--- src/rtl/mul_result_sequencer_pkg.sv ---
// Shared types and widths for the multiplier result sequencer.
// Optional feature macro: MUL_SEQ_OVF_EN (32-bit signed overflow flag).
package mul_seq_pkg;

  localparam int MUL_WORD_W   = 32;
  localparam int MUL_PROD_W   = 64;
  localparam int SETTLE_CNT_W = 4;

  typedef enum logic [1:0] {
    IDLE    = 2'd0,
    SETTLE  = 2'd1,
    SEND_LO = 2'd2,
    SEND_HI = 2'd3
  } mul_seq_state_t;

  // True when the signed 64-bit product cannot be represented in 32 signed bits.
  function automatic logic prod_ovf(input logic [MUL_PROD_W-1:0] p);
    return p[MUL_PROD_W-1:MUL_WORD_W] != {MUL_WORD_W{p[MUL_WORD_W-1]}};
  endfunction

endpackage

--- src/rtl/mul_result_sequencer_if.sv ---
// Output word stream of the result sequencer (LO word first, then HI word).
// Handshake: a word transfers on a rising edge where out_valid && out_ready;
// while out_valid=1 and out_ready=0 the producer holds out_data/out_is_hi/ovf.
interface mul_result_sequencer_if;
  import mul_seq_pkg::*;

  logic                  out_valid;
  logic                  out_ready;
  logic [MUL_WORD_W-1:0] out_data;
  logic                  out_is_hi;
  logic                  ovf;

  modport master (
    output out_valid,
    output out_data,
    output out_is_hi,
    output ovf,
    input  out_ready
  );

  modport slave (
    input  out_valid,
    input  out_data,
    input  out_is_hi,
    input  ovf,
    output out_ready
  );

endinterface

--- src/rtl/mul_result_sequencer_settle_timer.sv ---
// Down-counter timing the multiplier settle window; flags when it reaches zero.
module settle_timer
  import mul_seq_pkg::*;
(
  input  logic                    clk,
  input  logic                    rst,
  input  logic [SETTLE_CNT_W-1:0] load_val,
  input  logic                    load_en,
  input  logic                    dec_en,
  output logic                    cnt_zero
);

  logic [SETTLE_CNT_W-1:0] cnt;

  // Load has priority; decrement never wraps below zero.
  always_ff @(posedge clk) begin
    if (rst) begin
      cnt <= '0;
    end else if (load_en) begin
      cnt <= load_val;
    end else if (dec_en && (cnt != '0)) begin
      cnt <= cnt - 1'b1;
    end
  end

  assign cnt_zero = (cnt == '0);

endmodule

--- src/rtl/mul_result_sequencer.sv ---
// Waits out the multiplier settle window, captures the 64-bit product and
// streams it as LO then HI words. Optional macro: MUL_SEQ_OVF_EN.
module mul_result_sequencer
  import mul_seq_pkg::*;
#(
  parameter int SETTLE_CYCLES = 2
) (
  input  logic                    clk,
  input  logic                    rst,
  input  logic                    start,
  input  logic [MUL_PROD_W-1:0]   product,
  output logic                    busy,
  mul_result_sequencer_if.master  out,
  output mul_seq_state_t          dbg_state
);

  localparam logic [SETTLE_CNT_W-1:0] SETTLE_LOAD = SETTLE_CNT_W'(SETTLE_CYCLES - 1);

  mul_seq_state_t          state_q, state_d;
  logic [MUL_PROD_W-1:0]   z_reg;
  logic                    ovf_q;
  logic                    load_en;
  logic                    dec_en;
  logic                    capture;
  logic                    done_hi;
  logic                    cnt_zero;

  settle_timer u_settle_timer (
    .clk      (clk),
    .rst      (rst),
    .load_val (SETTLE_LOAD),
    .load_en  (load_en),
    .dec_en   (dec_en),
    .cnt_zero (cnt_zero)
  );

  always_ff @(posedge clk) begin
    if (rst) begin
      state_q <= IDLE;
    end else begin
      state_q <= state_d;
    end
  end

  always_comb begin
    state_d       = state_q;
    load_en       = 1'b0;
    dec_en        = 1'b0;
    capture       = 1'b0;
    done_hi       = 1'b0;
    busy          = 1'b1;
    out.out_valid = 1'b0;
    out.out_data  = '0;
    out.out_is_hi = 1'b0;
    unique case (state_q)
      IDLE: begin
        busy = 1'b0;
        if (start) begin
          load_en = 1'b1;
          state_d = SETTLE;
        end
      end
      SETTLE: begin
        if (cnt_zero) begin
          capture = 1'b1;
          state_d = SEND_LO;
        end else begin
          dec_en = 1'b1;
        end
      end
      SEND_LO: begin
        out.out_valid = 1'b1;
        out.out_data  = z_reg[MUL_WORD_W-1:0];
        if (out.out_ready) begin
          state_d = SEND_HI;
        end
      end
      SEND_HI: begin
        out.out_valid = 1'b1;
        out.out_data  = z_reg[MUL_PROD_W-1:MUL_WORD_W];
        out.out_is_hi = 1'b1;
        if (out.out_ready) begin
          done_hi = 1'b1;
          state_d = IDLE;
        end
      end
      default: begin
        state_d = IDLE;
      end
    endcase
  end

  // z_reg is written only at capture; the product input is ignored otherwise.
  always_ff @(posedge clk) begin
    if (rst) begin
      z_reg <= '0;
    end else if (capture) begin
      z_reg <= product;
    end
  end

`ifdef MUL_SEQ_OVF_EN
  always_ff @(posedge clk) begin
    if (rst) begin
      ovf_q <= 1'b0;
    end else if (capture) begin
      ovf_q <= prod_ovf(product);
    end else if (done_hi) begin
      ovf_q <= 1'b0;
    end
  end
`else
  assign ovf_q = 1'b0;
`endif

  assign out.ovf   = ovf_q;
  assign dbg_state = state_q;

endmodule

--- src/flat_wrapper.sv ---
// flat-port wrapper written by rule: the top's interface ports become plain ports
module mul_result_sequencer_flat import mul_seq_pkg::*;
#(
  parameter int SETTLE_CYCLES = 2
)
  (clk, rst, start, product, busy, dbg_state, out_out_valid, out_out_data, out_out_is_hi, out_ovf, out_out_ready);
  mul_result_sequencer_if out_i ();
  input  logic clk;
  input  logic rst;
  input  logic start;
  input  logic [MUL_PROD_W-1:0] product;
  output logic busy;
  output mul_seq_state_t dbg_state;
  output wire logic [$bits(out_i.out_valid)-1:0] out_out_valid;
  output wire logic [$bits(out_i.out_data)-1:0] out_out_data;
  output wire logic [$bits(out_i.out_is_hi)-1:0] out_out_is_hi;
  output wire logic [$bits(out_i.ovf)-1:0] out_ovf;
  input wire logic [$bits(out_i.out_ready)-1:0] out_out_ready;
  assign out_out_valid = out_i.out_valid;
  assign out_out_data = out_i.out_data;
  assign out_out_is_hi = out_i.out_is_hi;
  assign out_ovf = out_i.ovf;
  assign out_i.out_ready = out_out_ready;
  mul_result_sequencer #(.SETTLE_CYCLES(SETTLE_CYCLES)) u_core (.clk(clk), .rst(rst), .start(start), .product(product), .busy(busy), .out(out_i), .dbg_state(dbg_state));
endmodule
--- config.mk ---
export PLATFORM = sky130hd
export DESIGN_NAME = mul_result_sequencer_flat
export DESIGN_NICKNAME = d
export VERILOG_FILES = /design/src/rtl/mul_result_sequencer_pkg.sv /design/src/rtl/mul_result_sequencer_if.sv /design/src/rtl/mul_result_sequencer_settle_timer.sv /design/src/rtl/mul_result_sequencer.sv /design/src/flat_wrapper.sv
export SDC_FILE = /design/constraint.sdc
export NUM_CORES = 1
export LEC_CHECK = 0
export BUFFER_PORTS_ARGS = -buffer_cell sky130_fd_sc_hd__buf_2
export CAP_MARGIN = 25
export CORE_MARGIN = 3
export CORE_UTILIZATION = 25
export CTS_BUF_LIST = sky130_fd_sc_hd__clkbuf_4
export DETAILED_ROUTE_END_ITERATION = 8
export PLACE_DENSITY = 0.45
export SKIP_LAST_GASP = 1
export SLEW_MARGIN = 0
export SYNTH_ARGS = -nofsm -noshare
export SYNTH_HDL_FRONTEND = slang
export SYNTH_HIERARCHICAL = 1
export SYNTH_SLANG_ARGS = --single-unit
--- constraint.sdc ---
create_clock -name clk -period 2.1 [get_ports clk]
set_clock_uncertainty 0.05 [all_clocks]
set_input_delay 0.105 -clock clk [delete_from_list [all_inputs] [get_ports clk]]
set_output_delay 0.105 -clock clk [all_outputs]
set_load 0.01 [all_outputs]
==> summary.txt <==
Routing
  – Drt total wl: 9.86 mm
  – DR vias/cell: 4.40
  – ANT nets after route: 0
  – Starting DRT DRC Count: 175
  – Vias: 3162
  – Drt drc: 0
  – Wire per inst: 13.7 µm
  – Pre-antenna DRT Iters: 4

Critical path
  – Critical path required time: 2.38 ns
  – Crit Path Max Fanout: 7
  – Critical path type: reg2reg
  – Crit. End Element: flip-flop
  – Largest stage delay, worst path: 0.39 ns
  – Most used cell, CP: inv_1
  – CP arrival: 2.27 ns
  – Crit path max-delay cell type: or3b_4
  – Critical path cell sequence: inv_1 > ha_1 > or3b_4 > inv_1 > nand2b_4 > inv_2 > nor4b_4 > mux2i_1 > a211oi_1
  – Startpoint Class: flip-flop

Clock tree
  – Clk slew on worst S/H paths: 0.12 ns
  – Root Driver: clkbuf_4
  – Total CTS buffers: 9
  – Clock Sinks: 70
  – CTS H-tree depth: 3
  – CTS Buffer Depth: 2
  – CTS tree: done
  – Clk_lat worst skew: 0.40 ns

Placed design
  – Detail Placement HPWL: 6.03 mm
  – Pre-CTS setup slack: -0.0191 ns
  – Gpl congestion: 0.688
  – PortBufs: 104

Power
  – Switching Share: 37.3%
  – Clock power frac: 20.4%
  – P_leak: 0.00193 µW
  – VDD IR-drop max: 0.593 mV
  – Net switching power: 1570 µW
  – Power density over the cells: 901 nW/µm²
  – Comb pwr share: 37.9%
  – Seq pwr share: 41.7%
  – Cell internal pwr: 2640 µW

GRT
  – Initial antenna violation count: 0
  – Wire length of the first global-routing pass: 16.2 mm
  – Number of global-route vias before repair: 3220
  – GRT overflow: 0
  – Largest net degree at the start of global routing: 45
  – Gr usage total: 14.3%

Logic synthesis
  – Syn Area/Cell: 8.41 µm²
  – Share of the synthesized area in the top cell type: 44.3%
  – Synth Cell Area: 3160 µm²
  – Yosys Warn Count: 6
  – Post-Syn Instances: 376
  – Post-synth ARST share: 0%
  – #FFs+latches synth: 70
  – Cell taking the most area after synthesis: dfxtp_1
  – Most common cell in the netlist: nand2_1
  – Distinct cell type count after synthesis: 32
  – Top FF cell, synth: dfxtp_1
  – Top cells by count, synth: nand2_1, dfxtp_1, a21oi_1
  – Top cells by area, synth: dfxtp_1, nand2_1, a22o_1, a21oi_1, buf_6
  – Number of synthesized flops with an enable pin: 0
  – Share of synthesized area occupied by flip-flops and latches: 44.3%

Cells and area
  – Largest register FFs: 64
  – Antenna cells: 0
  – Nets: 620
  – Fillers: 1329
  – Share of cells above drive strength 1: 30.7%
  – Final core occ: 38.3%
  – P&R area growth vs syn: 47.8%

Timing
  – Final worst slack: 0.107 ns
  – Endpoints failing setup: 0
  – RSZ-0062 raised after global routing: true
  – Max Transition Viols Final: 0
  – Crit share post-route: 94.9%
  – Achievable frequency: 502 MHz
  – Final hold violations: 0
  – Minimum clock period: 1.99 ns

Floorplanning
  – Die footprint: 14000 µm²
  – Die Wd: 118 µm
  – Die Y-Extent: 118 µm
  – I/O pins: 106
  – Core Footprint: 12200 µm²
  – Initial core utilization: 25.9%
  – Row cnt: 40

Min path
  – Hold Path Class: in2reg

Run status
  – Status: completed

Run
  – Max-cap viol count: 0
-- worst max-delay path: cells and delay by family (launching register included) --
family / cells / cell delay [ns]
buffers and inverters: 3 / 0.30
flip-flops: 1 / 0.35
AND/OR/NAND/NOR: 3 / 0.68
adder cells (fa/ha/maj): 1 / 0.21
multiplexers: 1 / 0.12
AO/OA/AOI/OAI: 1 / 0.22
-- cells by family (layout without fill, tap and decap cells) --
| logic type | Yosys count | after routing | share of synthesized area, % |
|---|---|---|---|
| AO/OA/AOI/OAI | 105 | 105 | 23.3 |
| adder cells (fa/ha/maj) | 7 | 7 | 2.77 |
| buffers and inverters | 38 | 208 | 8.03 |
| flip-flops | 70 | 70 | 44.3 |
| multiplexers | 2 | 2 | 0.633 |
| other | 2 | 5 | 0.238 |
| AND/OR/NAND/NOR | 152 | 153 | 20.7 |
-- path summary, 6_finish.rpt --
kind / slack, ns / startpoint / cells past startpoint / to
worst max-delay path: 0.11 / u_core/u_settle_timer/cnt[1]$_SDFFE_PP0P_ / 9 / u_core/u_settle_timer/cnt[3]$_SDFFE_PP0P_
worst min register to register: 0.41 / u_core/z_reg[19]$_SDFFE_PP0P_ / 2 / u_core/z_reg[19]$_SDFFE_PP0P_
worst min-delay path: 0.04 / rst / 2 / u_core/z_reg[15]$_SDFFE_PP0P_
worst max register to register: 0.11 / u_core/u_settle_timer/cnt[1]$_SDFFE_PP0P_ / 9 / u_core/u_settle_timer/cnt[3]$_SDFFE_PP0P_
-- per-layer routing --
layer  vias to the layer above  track usage (%)  wire length [µm]
li1                       1596                -                 -
met1                      1477             17.6              4450
met2                        81             24.5              4800
met3                         8             4.07               505
met4                         0             3.84               106
met5                         -                0                 0
-- power groups by stage --
stage / clock [µW] / sequential, µW / combinational [µW]
2_1_floorplan: 0 / 1740 / 1070
3_3_place_gp: 0 / 1770 / 1400
3_5_place_dp: 0 / 1770 / 1420
4_1_cts: 910 / 1740 / 1560
5_1_grt: 968 / 1790 / 1790
6_report: 859 / 1760 / 1600
-- cells in the final DEF, fill, tap and decap left out, types with 3 or more instances in the layout --
| cell type | instances |
|---|---|
| a22o_1 | 32 |
| nand2_1 | 121 |
| dfxtp_2 | 3 |
| buf_2 | 104 |
| nor2_1 | 6 |
| inv_1 | 8 |
| conb_1 | 5 |
| dfxtp_1 | 67 |
| buf_4 | 10 |
| clkbuf_4 | 10 |
| ha_1 | 5 |
| dlygate4sd3_1 | 64 |
| nand2b_1 | 3 |
| buf_12 | 3 |
| nand2_2 | 11 |
| a21oi_2 | 10 |
| a21oi_1 | 54 |
-- per-stage QoR --
step | total power [µW] | hold WS (ns) | instance area, µm² | setup TNS [ns] | cells
after floorplan | 2810 | 0.127 | 3170 | 0 | 379
after global placement | 3170 | 0.297 | 3780 | -0.00703 | 631
after detailed placement | 3190 | 0.300 | 3780 | -0.0191 | 631
after CTS | 4220 | 0.00896 | 4630 | 0 | 717
after global routing | 4550 | 0.0123 | 4670 | -0.0622 | 718
final | 4210 | 0.0435 | 4670 | 0 | 718
-- what timing repair did --
item | in CTS | in global routing
pin swaps | 1 | 1
hold endpoints to repair | 64 | 0
endpoints found under the setup margin | 33 | 36
gates resized for setup | 3 | 8
cloned | 1 | 0
hold buffers | 64 | 0
buffers inserted | 5 | 1
-- final cells by class --
class                      count  area, µm²  area share, %
sequential                    70       1410           30.1
inverter                       9       33.8          0.723
timing repair buffer         183       1320           28.2
multi-input combinational    272       1570           33.6
tap                          168        210           4.50
clock inverter                 6       62.6           1.34
clock buffer                  10       75.1           1.61
Power figures use the tool's default switching activity.
